## src/rtl/turn_pkg.sv

```systemverilog
// Shared mode encoding, default timing constants and helpers for the
// turn-signal controller.
package turn_pkg;

  localparam logic [1:0] MODE_IDLE  = 2'd0;
  localparam logic [1:0] MODE_LEFT  = 2'd1;
  localparam logic [1:0] MODE_RIGHT = 2'd2;
  localparam logic [1:0] MODE_HAZ   = 2'd3;

  localparam int DEF_TICK_DIV = 4;
  localparam int DEF_SEQ_LEN  = 4;

  function automatic int cnt_width(input int n);
    return (n < 2) ? 1 : $clog2(n);
  endfunction

  // Hazard wins, and left+right together is treated as hazard.
  function automatic logic [1:0] decode_req(input logic l, input logic r, input logic h);
    if (h || (l && r)) return MODE_HAZ;
    else if (l)        return MODE_LEFT;
    else if (r)        return MODE_RIGHT;
    else               return MODE_IDLE;
  endfunction

endpackage

```

## src/rtl/turn_signal_ctrl_sync2.sv

```systemverilog
// Two-flop synchronizer for one asynchronous switch, cleared by a
// synchronous reset.
module sync2 (
  input  logic clk,
  input  logic rst,
  input  logic d_i,
  output logic q_o
);

  logic s1_q;
  logic s2_q;

  always_ff @(posedge clk) begin
    if (rst) begin
      s1_q <= 1'b0;
      s2_q <= 1'b0;
    end else begin
      s1_q <= d_i;
      s2_q <= s1_q;
    end
  end

  assign q_o = s2_q;

endmodule

```

## src/rtl/turn_signal_ctrl.sv

```systemverilog
// Resolves synchronized turn/hazard switches into a lamp mode, emits the
// sequencer enables and a divided step pulse; mode changes wait for a pattern end.
module turn_signal_ctrl
  import turn_pkg::*;
#(
  parameter int TICK_DIV = DEF_TICK_DIV,
  parameter int SEQ_LEN  = DEF_SEQ_LEN
) (
  input  logic       clk,
  input  logic       rst,
  input  logic       left_sw,
  input  logic       right_sw,
  input  logic       haz_sw,
  output logic       ena_left,
  output logic       ena_right,
  output logic       step,
  output logic [1:0] mode
);

  localparam int TW = cnt_width(TICK_DIV);
  localparam int SW = cnt_width(SEQ_LEN);
  localparam logic [TW-1:0] TICK_LAST = TW'(TICK_DIV - 1);
  localparam logic [SW-1:0] SEQ_LAST  = SW'(SEQ_LEN - 1);

  logic [2:0] sw_raw;
  logic [2:0] sw_sync;

  assign sw_raw = {haz_sw, right_sw, left_sw};

  generate
    for (genvar gi = 0; gi < 3; gi++) begin : g_sync
      sync2 u_sync (
        .clk (clk),
        .rst (rst),
        .d_i (sw_raw[gi]),
        .q_o (sw_sync[gi])
      );
    end
  endgenerate

  logic [1:0]    mode_q, mode_d;
  logic [TW-1:0] tick_q, tick_d;
  logic [SW-1:0] seq_q, seq_d;
  logic          step_q, step_d;
  logic          ena_left_q, ena_left_d;
  logic          ena_right_q, ena_right_d;
  logic [1:0]    req;
  logic          boundary;

  assign req      = decode_req(sw_sync[0], sw_sync[1], sw_sync[2]);
  assign boundary = step_q && (seq_q == SEQ_LAST);

  always_comb begin
    mode_d = mode_q;
    tick_d = tick_q;
    seq_d  = seq_q;
    step_d = 1'b0;
    if (mode_q == MODE_IDLE) begin
      if (req != MODE_IDLE) begin
        mode_d = req;
        tick_d = '0;
        seq_d  = '0;
      end
    end else if (boundary && (req != mode_q)) begin
      // A new request (including IDLE) restarts the pattern from zero.
      mode_d = req;
      tick_d = '0;
      seq_d  = '0;
    end else begin
      tick_d = (tick_q == TICK_LAST) ? '0 : tick_q + 1'b1;
      step_d = (tick_q == TICK_LAST);
      if (step_q) begin
        seq_d = (seq_q == SEQ_LAST) ? '0 : seq_q + 1'b1;
      end
    end
    ena_left_d  = (mode_d == MODE_LEFT)  || (mode_d == MODE_HAZ);
    ena_right_d = (mode_d == MODE_RIGHT) || (mode_d == MODE_HAZ);
  end

  always_ff @(posedge clk) begin
    if (rst) begin
      mode_q      <= MODE_IDLE;
      tick_q      <= '0;
      seq_q       <= '0;
      step_q      <= 1'b0;
      ena_left_q  <= 1'b0;
      ena_right_q <= 1'b0;
    end else begin
      mode_q      <= mode_d;
      tick_q      <= tick_d;
      seq_q       <= seq_d;
      step_q      <= step_d;
      ena_left_q  <= ena_left_d;
      ena_right_q <= ena_right_d;
    end
  end

  assign mode      = mode_q;
  assign step      = step_q;
  assign ena_left  = ena_left_q;
  assign ena_right = ena_right_q;

endmodule

```

## config.mk

```make
export PLATFORM = sky130hd
export DESIGN_NAME = turn_signal_ctrl
export DESIGN_NICKNAME = d
export VERILOG_FILES = /design/src/rtl/turn_pkg.sv /design/src/rtl/turn_signal_ctrl_sync2.sv /design/src/rtl/turn_signal_ctrl.sv
export SDC_FILE = /design/constraint.sdc
export NUM_CORES = 1
export LEC_CHECK = 0
export ABC_AREA = 0
export CORE_MARGIN = 3
export CORE_UTILIZATION = 43
export DETAILED_ROUTE_END_ITERATION = 12
export DONT_BUFFER_PORTS = 1
export PLACE_DENSITY = 0.68
export SYNTH_ARGS = -nofsm -noshare
export SYNTH_HDL_FRONTEND = slang
export SYNTH_SLANG_ARGS = --single-unit
```

## constraint.sdc

```tcl
create_clock -name clk -period 1.2 [get_ports clk]
set_input_delay 0.12 -clock clk [delete_from_list [all_inputs] [get_ports clk]]
set_output_delay 0.12 -clock clk [all_outputs]
set_load 0.005 [all_outputs]
```

# Yosys cells after proc, flatten, opt, wreduce, memory -nomap -nowiden
# Cells that the tools add are included.
dict set report word_totals {
  regBits 15
  inputBits 5
  word_cells 46
}
dict set report classes {
  add_sub_neg 2
  muxes 14
  n_eq_ne 7
  n_reduce_logical 11
}
# op count
set op_table {}
lappend op_table {{2-bit two-way mux} 14}
lappend op_table {{2-bit == test, second input constant} 4}
lappend op_table {{2-bit by 1-bit adder with 2-bit output, second input constant} 2}
lappend op_table {{1-bit logical AND} 3}
lappend op_table {{1-bit logical OR} 3}
lappend op_table {{3-bit nonzero test} 1}
lappend op_table {{3-bit OR reduction} 1}
lappend op_table {{2-bit by 1-bit == test with 1-bit output, second input constant} 1}
lappend op_table {{2-bit zero test} 1}
lappend op_table {{2-bit by 1-bit inequality test with 1-bit output, second input constant} 1}
lappend op_table {{2-bit inequality test} 1}
lappend op_table {{2-bit AND reduction} 1}
lappend op_table {{2-bit nonzero test} 1}

# Logic depth before layout (Yosys ltp)
dict set report logic_depth {
  word_depth 9
  mapped_depth 5
  mapped_depth_nobuf 5
}

# Modules after synthesis
# From an unflattened synthesis, not the netlist that was laid out.
dict set report hier_totals {
  hier_cells 59
  hier_area_um2 559.3
}
# module cells_per_inst area_each_um2 instances
set modules_own_cells {}
lappend modules_own_cells {turn_signal_ctrl 47 401.6 1}
lappend modules_own_cells {sync2 4 52.6 3}

# Worst setup path after synthesis
# Ideal clock, no wire load.
dict set report synth_timing {
  path_kind {flip-flop to flip-flop}
  startpoint {reg mode_q[1] (netlist: mode[1])}
  endpoint {reg tick_q[0]}
  setup_ns 0.084
  setup_slack_ns 0.072
  t_arrival_ns 1.043
  n_path_buf 0
  required_ns 1.116
  synth_period_minus_slack_ns 1.128
  path_stages_with_launch 5
  cell_sequence {dfxtp_1 -> nand4bb_1 -> a211oi_2 -> a211oi_2 -> o31ai_2}
}
dict set report synth_via {
  elab_chain_cells 4
}
# item line_no
set synth_rtl {}
lappend synth_rtl {{start: declaration} turn_signal_ctrl.sv:41} ;# logic [1:0] mode_q, mode_d;
lappend synth_rtl {{start signal: assignment} turn_signal_ctrl.sv:89} ;# mode_q <= mode_d;
lappend synth_rtl {{2-bit inequality test} turn_signal_ctrl.sv:64} ;# end else if (boundary && (req != mode_q)) begin
lappend synth_rtl {{1-bit logical AND} turn_signal_ctrl.sv:64}
lappend synth_rtl {{2-bit two-way mux} turn_signal_ctrl.sv:64}
lappend synth_rtl {{2-bit two-way mux} turn_signal_ctrl.sv:58} ;# if (mode_q == MODE_IDLE) begin
lappend synth_rtl {{end signal: assignment} turn_signal_ctrl.sv:90} ;# tick_q <= tick_d;
lappend synth_rtl {{end: declaration} turn_signal_ctrl.sv:42} ;# logic [TW-1:0] tick_q, tick_d;
# Several ways; a longest one is shown, not always the timed one.
# A chain may end at the register's enable or synchronous reset.

# Worst setup path in the final report
dict set report layout_timing {
  startpoint {reg g_sync[0].u_sync.s2_q}
  endpoint {reg tick_q[0]}
}
dict set report layout_via {
  elab_chain_cells 7
}
# item line_no
set layout_rtl {}
lappend layout_rtl {{start: declaration} turn_signal_ctrl_sync2.sv:11} ;# logic s2_q;
lappend layout_rtl {{start signal: assignment} turn_signal_ctrl_sync2.sv:19} ;# s2_q <= s1_q;
lappend layout_rtl {{1-bit logical AND} turn_pkg.sv:19} ;# if (h || (l && r)) return MODE_HAZ;
lappend layout_rtl {{1-bit logical OR} turn_pkg.sv:19}
lappend layout_rtl {{2-bit two-way mux *} turn_pkg.sv:19}
lappend layout_rtl {{2-bit inequality test} turn_signal_ctrl.sv:64}
lappend layout_rtl {{1-bit logical AND} turn_signal_ctrl.sv:64}
lappend layout_rtl {{2-bit two-way mux} turn_signal_ctrl.sv:64}
lappend layout_rtl {{2-bit two-way mux} turn_signal_ctrl.sv:58}
# Every way passes the cells marked *; elsewhere a longest branch is shown, timed or not.

==> flow_metrics.env <==
export IMPL_status="completed"
export IMPL_grt_pass1_wl_mm=1.518
export IMPL_synth_enable_flop_cells=0
export IMPL_required_ns=1.41
export IMPL_worst_pin_slew_ns=0.3775
export IMPL_io_pins=10
export IMPL_slew_headroom_pct=74.75
export IMPL_fin_setup_tns_ns=0
export IMPL_fmax_ghz=0.8560
export IMPL_multi_input_area_um2=266.5
export IMPL_clk_latency_ns=0.28
export IMPL_met1_usage_pct=13.28
export IMPL_die_w_um=42.15
export IMPL_die_h_um=42.15
export IMPL_cap_viol_max_count=0
export IMPL_grt_busiest_layer="met2"
export IMPL_cts_tree="built"
export IMPL_p_leak_uw=0.0002583
export IMPL_fillers=98
export IMPL_drc_errors=0
export IMPL_crit_type="flip-flop to flip-flop"
export IMPL_crit_arrival_ns=1.38
export IMPL_dr_first_iter_drc_count=13
export IMPL_antenna_left=0
export IMPL_viasPerCell=5.225
export IMPL_ys_warn_count=0
export IMPL_grt_pass1_vias=353
export IMPL_power_uw=954.2
export IMPL_min_period_ns=1.168
export IMPL_place_inst=71
export IMPL_htree_num_levels=1
export IMPL_cts_path_max_buffers=2
export IMPL_drive_above_1_share_pct=27.27
export IMPL_ys_seq_area_share_pct=49.89
export IMPL_firstDrtPassIters=4
export IMPL_synthTopCellsByArea="dfxtp_1 (50%), nor2b_1 (7.8%), a211oi_2 (4.5%)"
export IMPL_vdd_drop_max_mv=0.7235
export IMPL_hold_slack_ns=0.01270
export IMPL_rows=12
export IMPL_synthCells=56
export IMPL_num_antenna_cells=0
export IMPL_final_util_pct=58.33
export IMPL_initial_core_util_pct=47.97
export IMPL_worstSetupEndpointType="flip-flop"
export IMPL_cts_root_buf="clkbuf_4"
export IMPL_fp_coreArea_mm2=0.001171
export IMPL_p_per_area_mw_per_mm2=1397
export IMPL_finalHoldViolations=0
export IMPL_syn_num_nets=63
export IMPL_synthDistinctLibCells=20
export IMPL_routedWlPerCell_um=11.91
export IMPL_ys_ff_latch=14
export IMPL_finalSetupViolations=0
export IMPL_routed_wl_um=953
export IMPL_fin_cells=80
export IMPL_fin_skew_ns=0.003390
export IMPL_cts_sinks=14
export IMPL_die_area_mm2=0.001776
export IMPL_synth_ff_type="dfxtp_1"
export IMPL_syn_area_per_cell_um2=10.03
export IMPL_rsz0062_at_grt="yes"
export IMPL_crit_fanout=5
export IMPL_synth_top_area_share_pct=49.89
export IMPL_slew_violations=0
export IMPL_hold_class="input port to flip-flop"
export IMPL_cts_inserted_buffers=3
export IMPL_area_growth_pct=21.60
export IMPL_hpwl_um=635.9
export IMPL_grt_max_degree=12
export IMPL_clk_pin_slew_worst_paths_ns=0.08
export IMPL_post_route_period_util_pct=97.36
export IMPL_gp_congestion=0.6935
export IMPL_seq_area_um2=289.0
export IMPL_nNetsFinal=74
export IMPL_async_flop_share_pct=0
export IMPL_gr_usage_all_layers_pct=11.84
export IMPL_grt_ovfl_total=0
export IMPL_synth_top_cell_by_area="dfxtp_1"
export IMPL_start_kind="flip-flop"
export IMPL_io_buffers=0
export IMPL_use_met3_pct=7.725
export IMPL_met2_usage_pct=18.21
export IMPL_antenna_found_initial=0
export IMPL_dr_total_vias=418
export IMPL_synth_area_um2=561.8
layout by cell type (no fill, tap or decap), drive strengths merged, types with 2 or more instances in the layout:
cell type,n
dlygate4sd3,4
a22oi,2
buf,4
a211oi,2
nor2,5
nor2b,7
nand4bb,2
o21ai,3
a21oi,5
ha,2
nand2,6
clkbuf,4
dfxtp,14
repair_timing:
action | 4_1_cts | 5_1_grt
setup buffers | 0 | 1
endpoints found under the hold margin | 11 | 0
gates resized for setup | 1 | 4
pin swaps | 0 | 2
hold buffers | 4 | 0
setup endpoints to repair | 2 | 5
state kept, by name, summed over array words and instances, names as in the netlist:
| register | flops |
|---|---|
| mode | 2 |
| ena_left | 1 |
| tick_q | 2 |
| g_sync.u_sync.q_o | 3 |
| g_sync.u_sync.s1_q | 3 |
| step | 1 |
| seq_q | 2 |
cell families (layout without fill, tap and decap cells):
group           after synthesis  after routing  synth area share, %
simple gates                 23             23                24.27
flops                        14             14                49.89
compound gates               14             14                18.71
fa+ha+maj                     2              2                4.454
buf+inv                       3             13                2.672
routing by layer:
metal | part of all wire (%) | wire length, um
met1 | 46 | 436
met2 | 45 | 430
met3 | 8.0 | 76
met4 | 1.0 | 10
met5 | 0 | 0
cells in the mapped netlist (2+ instances only):
cell type / number
o21ai_0: 2
a211oi_2: 2
nor2_1: 5
a21oi_1: 4
ha_1: 2
nand4bb_1: 2
nor2b_1: 7
dfxtp_1: 14
a22oi_1: 2
nand2_1: 6
metrics by stage:
stage               worst slack (ns)  area, um2
floorplan                    0.07241      561.8
global placement             0.01251      590.6
detailed placement          -0.01374      590.6
CTS                          0.01458      668.1
global route                -0.04844      683.2
finish                       0.03174      683.2
worst max-delay path, stage by stage, from the launching register on:
cell	delay, ns
dfxtp_4	0.36
or3_4	0.39
nor4_2	0.18
nand2_1	0.10
o31ai_2	0.06
where the power goes:
part / total, uW / switching (uW) / internal (uW)
Clock: 340 / 155 / 185
Sequential: 513 / 23.6 / 489
Combinational: 102 / 44.6 / 57.1
Total: 954 / 223 / 731
path summary, 6_finish.rpt:
kind                                    startpoint                         endpoint  slack [ns]  cells after the start
setup / recovery   g_sync[0].u_sync.q_o$_SDFF_PP0_           tick_q[0]$_SDFFE_PP0P_        0.03                      4
hold / removal                                 rst           tick_q[1]$_SDFFE_PP0P_        0.01                      3
setup reg to reg   g_sync[0].u_sync.q_o$_SDFF_PP0_           tick_q[0]$_SDFFE_PP0P_        0.03                      4
hold reg to reg   g_sync[1].u_sync.s1_q$_SDFF_PP0_  g_sync[1].u_sync.q_o$_SDFF_PP0_        0.44                      1
cell type report:
class                   instances  area share, %
flip-flops and latches         14          42.31
multi-input cells              39          39.01
repair buffers                  8          10.26
clock buffers                   4          5.311
well taps                      14          2.564
inverters                       1         0.5495
No activity file was read; power rests on OpenSTA's default activity.
